$ cat config.mk
export PLATFORM = sky130hd
export DESIGN_NAME = pipe_ctrl
export DESIGN_NICKNAME = d
export VERILOG_FILES = /design/src/rtl/pipe_ctrl.sv
export SDC_FILE = /design/constraint.sdc
export NUM_CORES = 1
export LEC_CHECK = 0
export CAP_MARGIN = 25
export CORE_AREA = 2 2 99 101
export DETAILED_ROUTE_END_ITERATION = 8
export DIE_AREA = 0 0 101 103
export GPL_ROUTABILITY_DRIVEN = 0
export PLACE_DENSITY = 0.87
export SETUP_SLACK_MARGIN = 0.3
export SLEW_MARGIN = 20
export SYNTH_ARGS = -nofsm -noshare
export SYNTH_HDL_FRONTEND = slang
export SYNTH_SLANG_ARGS = --single-unit
$ cat constraint.sdc
create_clock -name clk -period 2.3 [get_ports clk]
set_input_delay 0.46 -clock clk [delete_from_list [all_inputs] [get_ports clk]]
set_output_delay 0.46 -clock clk [all_outputs]
set_load 0.05 [all_outputs]
$ cat src/rtl/pipe_ctrl.sv
// Pipeline controller: merges stall requests, schedules multi-cycle EX ops and
// sequences one-cycle exception flushes with a registered redirect PC.
module pipe_ctrl #(
  parameter logic [31:0] EXC_VECTOR = 32'h0000_0020,
  parameter logic [31:0] ERET_CODE  = 32'h0000_000e
) (
  input  logic        clk,
  input  logic        rst,
  input  logic        stallreq_from_id,
  input  logic        stallreq_from_ex,
  input  logic        stallreq_from_mem,
  input  logic        ex_multi_start_i,
  input  logic [5:0]  ex_multi_len_i,
  input  logic [31:0] excepttype_i,
  input  logic [31:0] cp0_epc_i,
  output logic [5:0]  stall_o,
  output logic        flush_o,
  output logic [31:0] new_pc_o,
  output logic [31:0] stall_cycles_o
);

  typedef enum logic [1:0] {
    IDLE  = 2'd0,
    COUNT = 2'd1,
    FLUSH = 2'd2
  } state_t;

  state_t      state_q, state_d;
  logic [5:0]  cnt_q, cnt_d;
  logic        flush_q, flush_d;
  logic [31:0] new_pc_q, new_pc_d;
  logic [31:0] stall_cnt_q, stall_cnt_d;
  logic        exc_s;
  logic        ex_busy_s;

  assign exc_s     = (excepttype_i != 32'd0) && (state_q != FLUSH);
  assign ex_busy_s = stallreq_from_ex || (state_q == COUNT) ||
                     (ex_multi_start_i && (ex_multi_len_i >= 6'd2));

  // Stall vector priority; forced quiet while reset is asserted.
  always_comb begin
    stall_o = 6'b000000;
    if (rst) begin
      stall_o = 6'b000000;
    end else if (state_q == FLUSH) begin
      stall_o = 6'b000000;
    end else if (exc_s) begin
      stall_o = 6'b111111;
    end else if (stallreq_from_mem) begin
      stall_o = 6'b011111;
    end else if (ex_busy_s) begin
      stall_o = 6'b001111;
    end else if (stallreq_from_id) begin
      stall_o = 6'b000111;
    end else begin
      stall_o = 6'b000000;
    end
  end

  // Next-state logic for the controller FSM, op counter and redirect PC.
  always_comb begin
    state_d  = state_q;
    cnt_d    = cnt_q;
    new_pc_d = new_pc_q;
    case (state_q)
      IDLE: begin
        if (exc_s) begin
          state_d  = FLUSH;
          cnt_d    = 6'd0;
          new_pc_d = (excepttype_i == ERET_CODE) ? cp0_epc_i : EXC_VECTOR;
        end else if (ex_multi_start_i && (ex_multi_len_i >= 6'd3)) begin
          state_d = COUNT;
          cnt_d   = ex_multi_len_i - 6'd2;
        end else begin
          state_d = IDLE;
        end
      end
      COUNT: begin
        if (exc_s) begin
          state_d  = FLUSH;
          cnt_d    = 6'd0;
          new_pc_d = (excepttype_i == ERET_CODE) ? cp0_epc_i : EXC_VECTOR;
        end else if (cnt_q == 6'd1) begin
          // The MEM stall does not pause the op; the counter keeps running.
          state_d = IDLE;
          cnt_d   = 6'd0;
        end else begin
          cnt_d = cnt_q - 6'd1;
        end
      end
      FLUSH: begin
        state_d = IDLE;
      end
      default: begin
        state_d = IDLE;
        cnt_d   = 6'd0;
      end
    endcase
    flush_d = (state_d == FLUSH);
  end

  // Saturating count of cycles with the PC stalled.
  always_comb begin
    if (stall_o[0] && (stall_cnt_q != 32'hFFFF_FFFF)) begin
      stall_cnt_d = stall_cnt_q + 32'd1;
    end else begin
      stall_cnt_d = stall_cnt_q;
    end
  end

  // State and output registers with synchronous reset.
  always_ff @(posedge clk) begin
    if (rst) begin
      state_q     <= IDLE;
      cnt_q       <= 6'd0;
      flush_q     <= 1'b0;
      new_pc_q    <= 32'd0;
      stall_cnt_q <= 32'd0;
    end else begin
      state_q     <= state_d;
      cnt_q       <= cnt_d;
      flush_q     <= flush_d;
      new_pc_q    <= new_pc_d;
      stall_cnt_q <= stall_cnt_d;
    end
  end

  assign flush_o        = flush_q;
  assign new_pc_o       = new_pc_q;
  assign stall_cycles_o = stall_cnt_q;

endmodule

Word-level counts from Yosys, hierarchy flattened:

Cells that the tools add are included.

* add/sub/neg operators: 3
* $lt $le $gt $ge: 2
* equal/unequal tests: 8
* mux-type cells: 17
* bitwise operators: 1
* reductions and logical operators: 11

Operator list (number)
* two-way mux 6 bit: 7
* adder 32 x 1 -> 32 bit, second input constant: 1
* == test 32 x 4 -> 1 bit, second input constant: 1
* two-way mux 32 bit: 1
* != test 32 bit, second input constant: 1
* nonzero test 32 bit: 1
* one-hot mux 6 bit (3 select lines): 1
* >= comparator 6 x 2 -> 1 bit, second input constant: 2
* == test 6 x 1 -> 1 bit, second input constant: 1
* two-way mux 2 bit: 3
* subtractor 6 x 1 -> 6 bit, second input constant: 1
* subtractor 6 x 2 -> 6 bit, second input constant: 1
* two-way mux 5 bit: 1
* == test 2 bit, second input constant: 2
* logical AND 1 bit: 4
* two-way mux 4 bit: 1
* one-hot mux 2 bit (2 select lines): 1
* AND reduction 2 bit: 2
* two-way mux 3 bit: 1
* != test 3 bit, second input constant: 1
* == test 2 x 1 -> 1 bit, second input constant: 1
* logical NOT 2 bit: 1
* logical OR 1 bit: 2
* != test 2 bit, second input constant: 1
* other kinds (3): 3

* bits in registers: 73
* input bits: 76
* output and inout port bits: 71
* word-level logic and storage cells: 47

Depth between registers and ports, before layout:

Gate-level depths: netlist of the first run.

* depth in word-level cells: 9
* mapped depth: 9

Least setup slack after synthesis of the first run:

OpenSTA, ideal clock, no wires.

* path kind: input to output
* start: in ex_multi_len_i[4]
* end: out stall_o[1]
* data arrival time: 2.108 ns
* required time: 1.840 ns
* path slack: -0.268 ns
* stages: 8
* path buffers: 3
* cells stage by stage: or4_4 > o21ai_2 > o211ai_2 > o31ai_4 > buf_6 > buf_12 > inv_2 > buf_4

* longest elaborated chain between the ends: 8

RTL lines
* start: declaration: line 13 `input logic [5:0] ex_multi_len_i,`
* >= comparator 6 x 2 -> 1 bit: line 38 `(ex_multi_start_i && (ex_multi_len_i >= 6'd2));`
* logical AND 1 bit: line 38
* logical OR 1 bit: line 37 `assign ex_busy_s = stallreq_from_ex || (state_q == COUNT) ||`
* two-way mux 4 bit: line 51 `end else if (ex_busy_s) begin`
* two-way mux 5 bit: line 49 `end else if (stallreq_from_mem) begin`
* two-way mux 6 bit: line 47 `end else if (exc_s) begin`
* two-way mux 6 bit: line 45 `end else if (state_q == FLUSH) begin`
* two-way mux 6 bit: line 43 `if (rst) begin`
* end: declaration: line 16 `output logic [5:0] stall_o,`

Every way passes these cells.

Final worst setup path of the first run:

* start: in ex_multi_len_i[5]
* end: out stall_o[2]

The elaborated chain is that of the path after synthesis.

==> results of run 1 <==
## worst max-delay path, cell delays in order
cell	delay, ns
buf_6	0.09
or4_4	0.55
o21ai_4	0.15
o211ai_4	0.10
o31ai_4	0.23
buf_12	0.16
inv_12	0.04
buf_12	0.13
## worst max path at each step
stage	startpoint	endpoint	slack, ns	cells past startpoint
after global routing	excepttype_i[14]	stall_o[1]	-0.15	8
after global placement	ex_multi_len_i[4]	stall_cycles_o[28]$_SDFFE_PP0P_	-0.48	9
final	ex_multi_len_i[5]	stall_o[2]	-0.08	8
after detailed placement	ex_multi_len_i[4]	stall_cycles_o[28]$_SDFFE_PP0P_	-0.55	9
after floorplan	ex_multi_len_i[4]	stall_o[1]	-0.15	8
after CTS	ex_multi_len_i[2]	stall_o[2]	-0.17	8
## per-stage QoR
step / total power [mW] / hold slack, ns / instance area (sq um) / util / worst slack (ns)
after floorplan: 1.46 / 0.462 / 3620 / - / -0.146
after global placement: 1.64 / 0.439 / 5320 / 0.562 / -0.484
after detailed placement: 1.65 / 0.446 / 5320 / 0.562 / -0.555
after CTS: 2.79 / 0.465 / 5820 / 0.615 / -0.173
after global routing: 2.90 / 0.489 / 6220 / 0.658 / -0.153
final: 2.81 / 0.471 / 6220 / 0.658 / -0.0814
## flip-flops by register name, summed over array words and instances, names as in the netlist
| register | count |
|---|---|
| cnt_q | 6 |
| flush_o | 1 |
| new_pc_o | 32 |
| stall_cycles_o | 32 |
| state_q | 2 |
## power groups by stage
stage	clock network [mW]	registers, mW	logic, mW
after global routing	1.17	1.27	0.462
final	1.10	1.27	0.441
after detailed placement	0	1.31	0.346
after floorplan	0	1.32	0.137
after CTS	1.11	1.27	0.405
after global placement	0	1.31	0.337
## layer usage
layer	routed length (um)	GRT usage
met1	4840	0.259
met2	6420	0.383
met3	1050	0.0712
met4	296	0.0790
met5	0	0
## synth_stat cells (3+ instances only)
cell type,instances
dfxtp_1,73
nor2_1,49
a22oi_1,34
nand2_1,21
a21oi_1,17
or4_1,14
nand3_1,12
inv_1,11
nand4_1,11
clkbuf_1,10
nor4_1,10
o31ai_1,10
or3_1,10
o311ai_0,8
and4_1,7
buf_2,7
nor3_1,7
o21ai_0,6
o21ai_1,6
a21oi_2,4
and2_1,4
and3_1,4
buf_4,4
ha_1,4
mux2_4,4
nor2b_1,4
buf_1,3
o21a_1,3
o21ai_2,3
o41ai_1,3
## cells by family (layout without fill, tap and decap cells)
family                   count (synthesis)  in the layout
buffers and inverters                   41            237
adder cells (fa/ha/maj)                  4              4
flip-flops                              73             73
multiplexers                             5              5
XOR/XNOR                                 3              3
AND/OR/NAND/NOR                        167            167
AO/OA/AOI/OAI                          109            109
## area by class of cell
type,instances,area [sq um],share of cell area
tap,114,143,0.0229
clock buffer,11,131,0.0211
timing repair buffer,208,2080,0.334
inverter,13,61.3,0.00985
clock inverter,5,80.1,0.0129
sequential,73,1510,0.242
multi-input combinational,288,2230,0.358
## what timing repair did
action	4_1_cts	5_1_grt
cloned	3	0
setup endpoints to repair	68	63
setup buffers	14	12
gates resized for setup	182	83
pin swaps	25	30
==> flow_summary_export.csv, run 1 <==
group,metric,value,unit
status,status,"complete, but fails checks",
status,violations,"setup timing",
critical_path,crit_path_start_kind,"input port",
sta,hold_violations,0,
power,p_leak,2.71,nW
power,powerDensity,451,nW/um^2
global_route,grt-ovfl-total,0,
clock_network,path_clk_slew,0.07,ns
floorplan,dieArea,10400,sq um
global_route,grt_pass1_wl,18500,um
route,wl_per_cell,17.7,um
clock_network,cts_hold_buf,0,
critical_path,timing.rr.start,"stall_cycles_o[7]$_SDFFE_PP0P_",
floorplan,num_rows,36,
global_route,grt.total_usage,0.221,
sta,slew_headroom,0.632,
route,routed-via-count,4091,
synthesis,synthFlopType,"dfxtp_1",
route,ant_nets,0,
floorplan,ios,147,
synthesis,ys_seq_elements,73,
floorplan,initial_utilization,0.377,
sta,fin_ws,-0.0814,ns
power,p_comb_frac,0.157,
place,numPortBuffers,146,
layout,fin_cells,712,
power,switching_share,0.249,
critical_path,endpoint_kind,"output port",
hold_path,hold_depth,2,
global_route,grt_max_degree,36,
layout,drive_gt1_frac,0.348,
synthesis,synth_area_leaders,"dfxtp_1 41%, a22oi_1 7.2%, nor2_1 5.2%, or4_1 2.9%, a21oi_1 2.4%",
synthesis,async_reset_ff_frac,0,
place,place_inst,667,
synthesis,synth_top_family_by_area,"simple AND/OR/NAND/NOR gates",
critical_path,arrival,1.92,ns
floorplan,die_y,103,um
sta,slew_violations,0,
power,p_clk_frac,0.390,
sta,final.setup.tns,-0.495,ns
route,drc,0,
sta,fin_crit_sh,1.04,
synthesis,synth_top_area_share,0.410,
critical_path,worst_r2r_endpoint,"stall_cycles_o[28]$_SDFFE_PP0P_",
layout,final_cell_mix,"57 x clkdlybuf4s50_1, 48 x dfxtp_1, 47 x nor2_1",
power,power.switching,0.701,mW
clock_network,cts_buffers,9,
clock_network,clk_latency,0.34,ns
layout,mostFrequentLayoutCell,"clkdlybuf4s50_1",
route,drt_iter0_markers,194,
synthesis,netlist_area,3570,sq um
synthesis,synth_nets,482,
critical_path,crit_required,1.84,ns
route,viasPerCell,5.75,
floorplan,die_x,101,um
hold_path,min_path_type,"reg -> reg",
power,ir_worst_vdd,0.332,mV
clock_network,root_buffer,"clkbuf_8",
clock_network,cts_buffer_depth,2,
hold_path,min_from,"new_pc_o[5]$_SDFFE_PP0P_",
sta,rsz0062_at_grt,"yes",
clock_network,cts-htree-levels,3,
global_route,grt_pass1_vias,3814,
critical_path,cp_max_fo,4,
sta,period_needed,2.38,ns
critical_path,r2r_setup_slack,-0.03,ns
synthesis,syn_avg_cell_area,8.87,sq um
route,dr.pass1.iters,5,
critical_path,worstSetupPathType,"in -> out",
critical_path,reg2regPathDepth,9,
sta,fmax,420,MHz
clock_network,clock-sinks,73,
layout,area_growth,74.6,%
hold_path,min_to,"new_pc_o[5]$_SDFFE_PP0P_",
synthesis,synth_edf_count,0,
place,dp_hpwl,8050,um
synthesis,synth.area.mux_share,0.0196,
synthesis,ys_seq_area_frac,0.410,
sta,worst_pin_slew,0.551,ns
sta,skew,0.0167,ns
synthesis,netlist-cell-type-count,63,
synthesis,synth-warning-count,0,
synthesis,synth_fa_ha_area_frac,0.0140,
run,maxCapViolations,0,
layout,diodes,0,
layout,design.final.nets,673,
power,internal_power,2.11,mW
global_route,antenna_found_initial,0,
power,p_seq_frac,0.453,
route,totalWireLength,12600,um
synthesis,synth_xor_xnor_area_share,0.00737,
sta,setup_viol,13,
layout,fillerInstances,717,
synthesis,yosysTopAreaCell,"dfxtp_1",
synthesis,synth-compound-area-share,0.229,
floorplan,fp.coreArea,9460,sq um
synthesis,synth_cells,402,
clock_network,cts_tree,"yes",
synthesis,synth_simple_gate_area_frac,0.260,
No activity file was read; power rests on OpenSTA's default activity.
==> inputs of run 2 (changes only) <==
--- a/config.mk
+++ b/config.mk
@@ -6,11 +6,12 @@
 export NUM_CORES = 1
 export LEC_CHECK = 0
 export CAP_MARGIN = 25
-export CORE_AREA = 2 2 99 101
+export CORE_AREA = 2 2 127 80
+export CTS_CLUSTER_SIZE = 24
 export DETAILED_ROUTE_END_ITERATION = 8
-export DIE_AREA = 0 0 101 103
+export DIE_AREA = 0 0 129 82
 export GPL_ROUTABILITY_DRIVEN = 0
-export PLACE_DENSITY = 0.87
+export PLACE_DENSITY = 0.86
 export SETUP_SLACK_MARGIN = 0.3
 export SLEW_MARGIN = 20
 export SYNTH_ARGS = -nofsm -noshare
==> flow_summary_export.csv, run 2 (same netlist as run 1, synthesis figures left out) <==
group,metric,value,unit
sta,slew_headroom,0.624,
sta,hold_violations,0,
global_route,grt_max_degree,35,
place,dpl-instance-area,5360,sq um
power,powerDensity,534,nW/um^2
run,maxCapViolations,0,
global_route,grt.total_usage,0.232,
layout,diodes,0,
critical_path,crit_required,1.84,ns
route,totalWireLength,12500,um
critical_path,endpoint_kind,"output port",
route,routed-via-count,4027,
layout,fin_cells,731,
layout,final_cell_mix,"65 x clkdlybuf4s50_1, 48 x nor2_1, 48 x dfxtp_1",
status,violations,"setup timing",
clock_network,cts_tree,"yes",
global_route,grt-ovfl-total,0,
sta,fin_crit_sh,1.03,
route,ant_nets,0,
floorplan,dieArea,10600,sq um
layout,area_growth,77.9,%
clock_network,cts-htree-levels,3,
route,dr.pass1.iters,5,
critical_path,crit_path_start_kind,"input port",
clock_network,clk_latency,0.33,ns
route,viasPerCell,5.51,
power,ir_worst_vdd,0.564,mV
clock_network,cts_buffers,9,
floorplan,die_x,129,um
hold_path,min_path_type,"reg -> reg",
sta,setup_viol,7,
layout,drive_gt1_frac,0.334,
clock_network,root_buffer,"clkbuf_16",
sta,rsz0062_at_grt,"yes",
place,post-place-ws,-0.501,ns
place,numPortBuffers,146,
layout,design.final.nets,671,
critical_path,cp_max_fo,4,
sta,worst_pin_slew,0.562,ns
layout,design_area,6340,sq um
global_route,grt_pass1_wl,19200,um
clock_network,path_clk_slew,0.05,ns
power,finalPower,3.39,mW
layout,fin_util,0.668,
sta,slew_violations,0,
hold_path,min_from,"new_pc_o[5]$_SDFFE_PP0P_",
route,wl_per_cell,17.1,um
critical_path,worstSetupPathType,"in -> out",
clock_network,cts_buffer_depth,2,
route,drc,0,
floorplan,ios,147,
power,p_leak,2.66,nW
sta,skew,0.00639,ns
floorplan,num_rows,28,
place,dp_hpwl,8460,um
layout,mostFrequentLayoutCell,"clkdlybuf4s50_1",
route,drt_iter0_markers,275,
global_route,grt_pass1_vias,4018,
clock_network,cts_hold_buf,0,
global_route,antenna_found_initial,0,
floorplan,die_y,82,um
critical_path,arrival,1.91,ns
sta,period_needed,2.37,ns
place,place_inst,690,
sta,fin_ws,-0.0729,ns
clock_network,clock-sinks,73,
status,status,"complete, but fails checks",
floorplan,initial_utilization,0.376,
floorplan,fp.coreArea,9490,sq um
sta,fmax,421,MHz
critical_path,timing.rr.start,"state_q[0]$_SDFF_PP0_",
critical_path,cp-startpoint,"ex_multi_len_i[3]",
[run 2: changes by cell type in the layout (fill, tap and decap cells not counted), sizes merged]
cell,previous run,this run
bufinv,2,3
clkbuf,16,13
clkinvlp,2,1
dlymetal6s2s,20,17
clkdlybuf4s50,57,65
clkdlybuf4s15,5,7
clkinv,1,0
dlygate4sd2,31,26
[run 2: final cells by class]
cell class | count | area [sq um]
inverter | 13 | 61.3
clock inverter | 4 | 97.6
fill | 708 | 3150
multi-input combinational | 288 | 2200
tap | 135 | 169
timing repair buffer | 206 | 2040
sequential | 73 | 1510
clock buffer | 12 | 267
[run 2: metal layers]
metal  GRT usage  vias to the layer above  wire length [um]
met5           0                        -                 0
met2       0.383                      156              6050
met1       0.271                     1948              5140
li1            -                     1905                 -
met4      0.0967                        0               234
met3      0.0945                       18              1100
[run 2: critical path: stages]
cell      delay (ns)
buf_6           0.09
or4_4           0.53
o21ai_2         0.14
o211ai_2        0.12
o31ai_4         0.23
buf_12          0.16
inv_12          0.04
buf_12          0.13
[run 2: power by group]
part	internal, mW	switching (mW)
sequential	1.26	0.00994
clock	1.15	0.543
combinational	0.226	0.198
total	2.64	0.751
[run 2: stage by stage]
step	TNS [ns]	hold slack (ns)
finish	-0.274	0.479
floorplan	-0.289	0.462
CTS	-0.705	0.473
detailed placement	-17.56	0.448
global placement	-14.68	0.440
global route	-0.904	0.488
[run 2: final timing paths]
check,slack (ns),depth (start not counted),end
min,0.48,2,new_pc_o[5]$_SDFFE_PP0P_
max,-0.07,8,stall_o[2]
max reg2reg,0.06,11,stall_cycles_o[12]$_SDFFE_PP0P_
min reg2reg,0.48,2,new_pc_o[5]$_SDFFE_PP0P_
[run 2: repair_timing]
| item | CTS | global route |
|---|---|---|
| setup buffers | 13 | 9 |
| pin swaps | 36 | 26 |
| gates cloned | 2 | 1 |
| gates resized for setup | 193 | 66 |
| setup endpoints to repair | 70 | 59 |
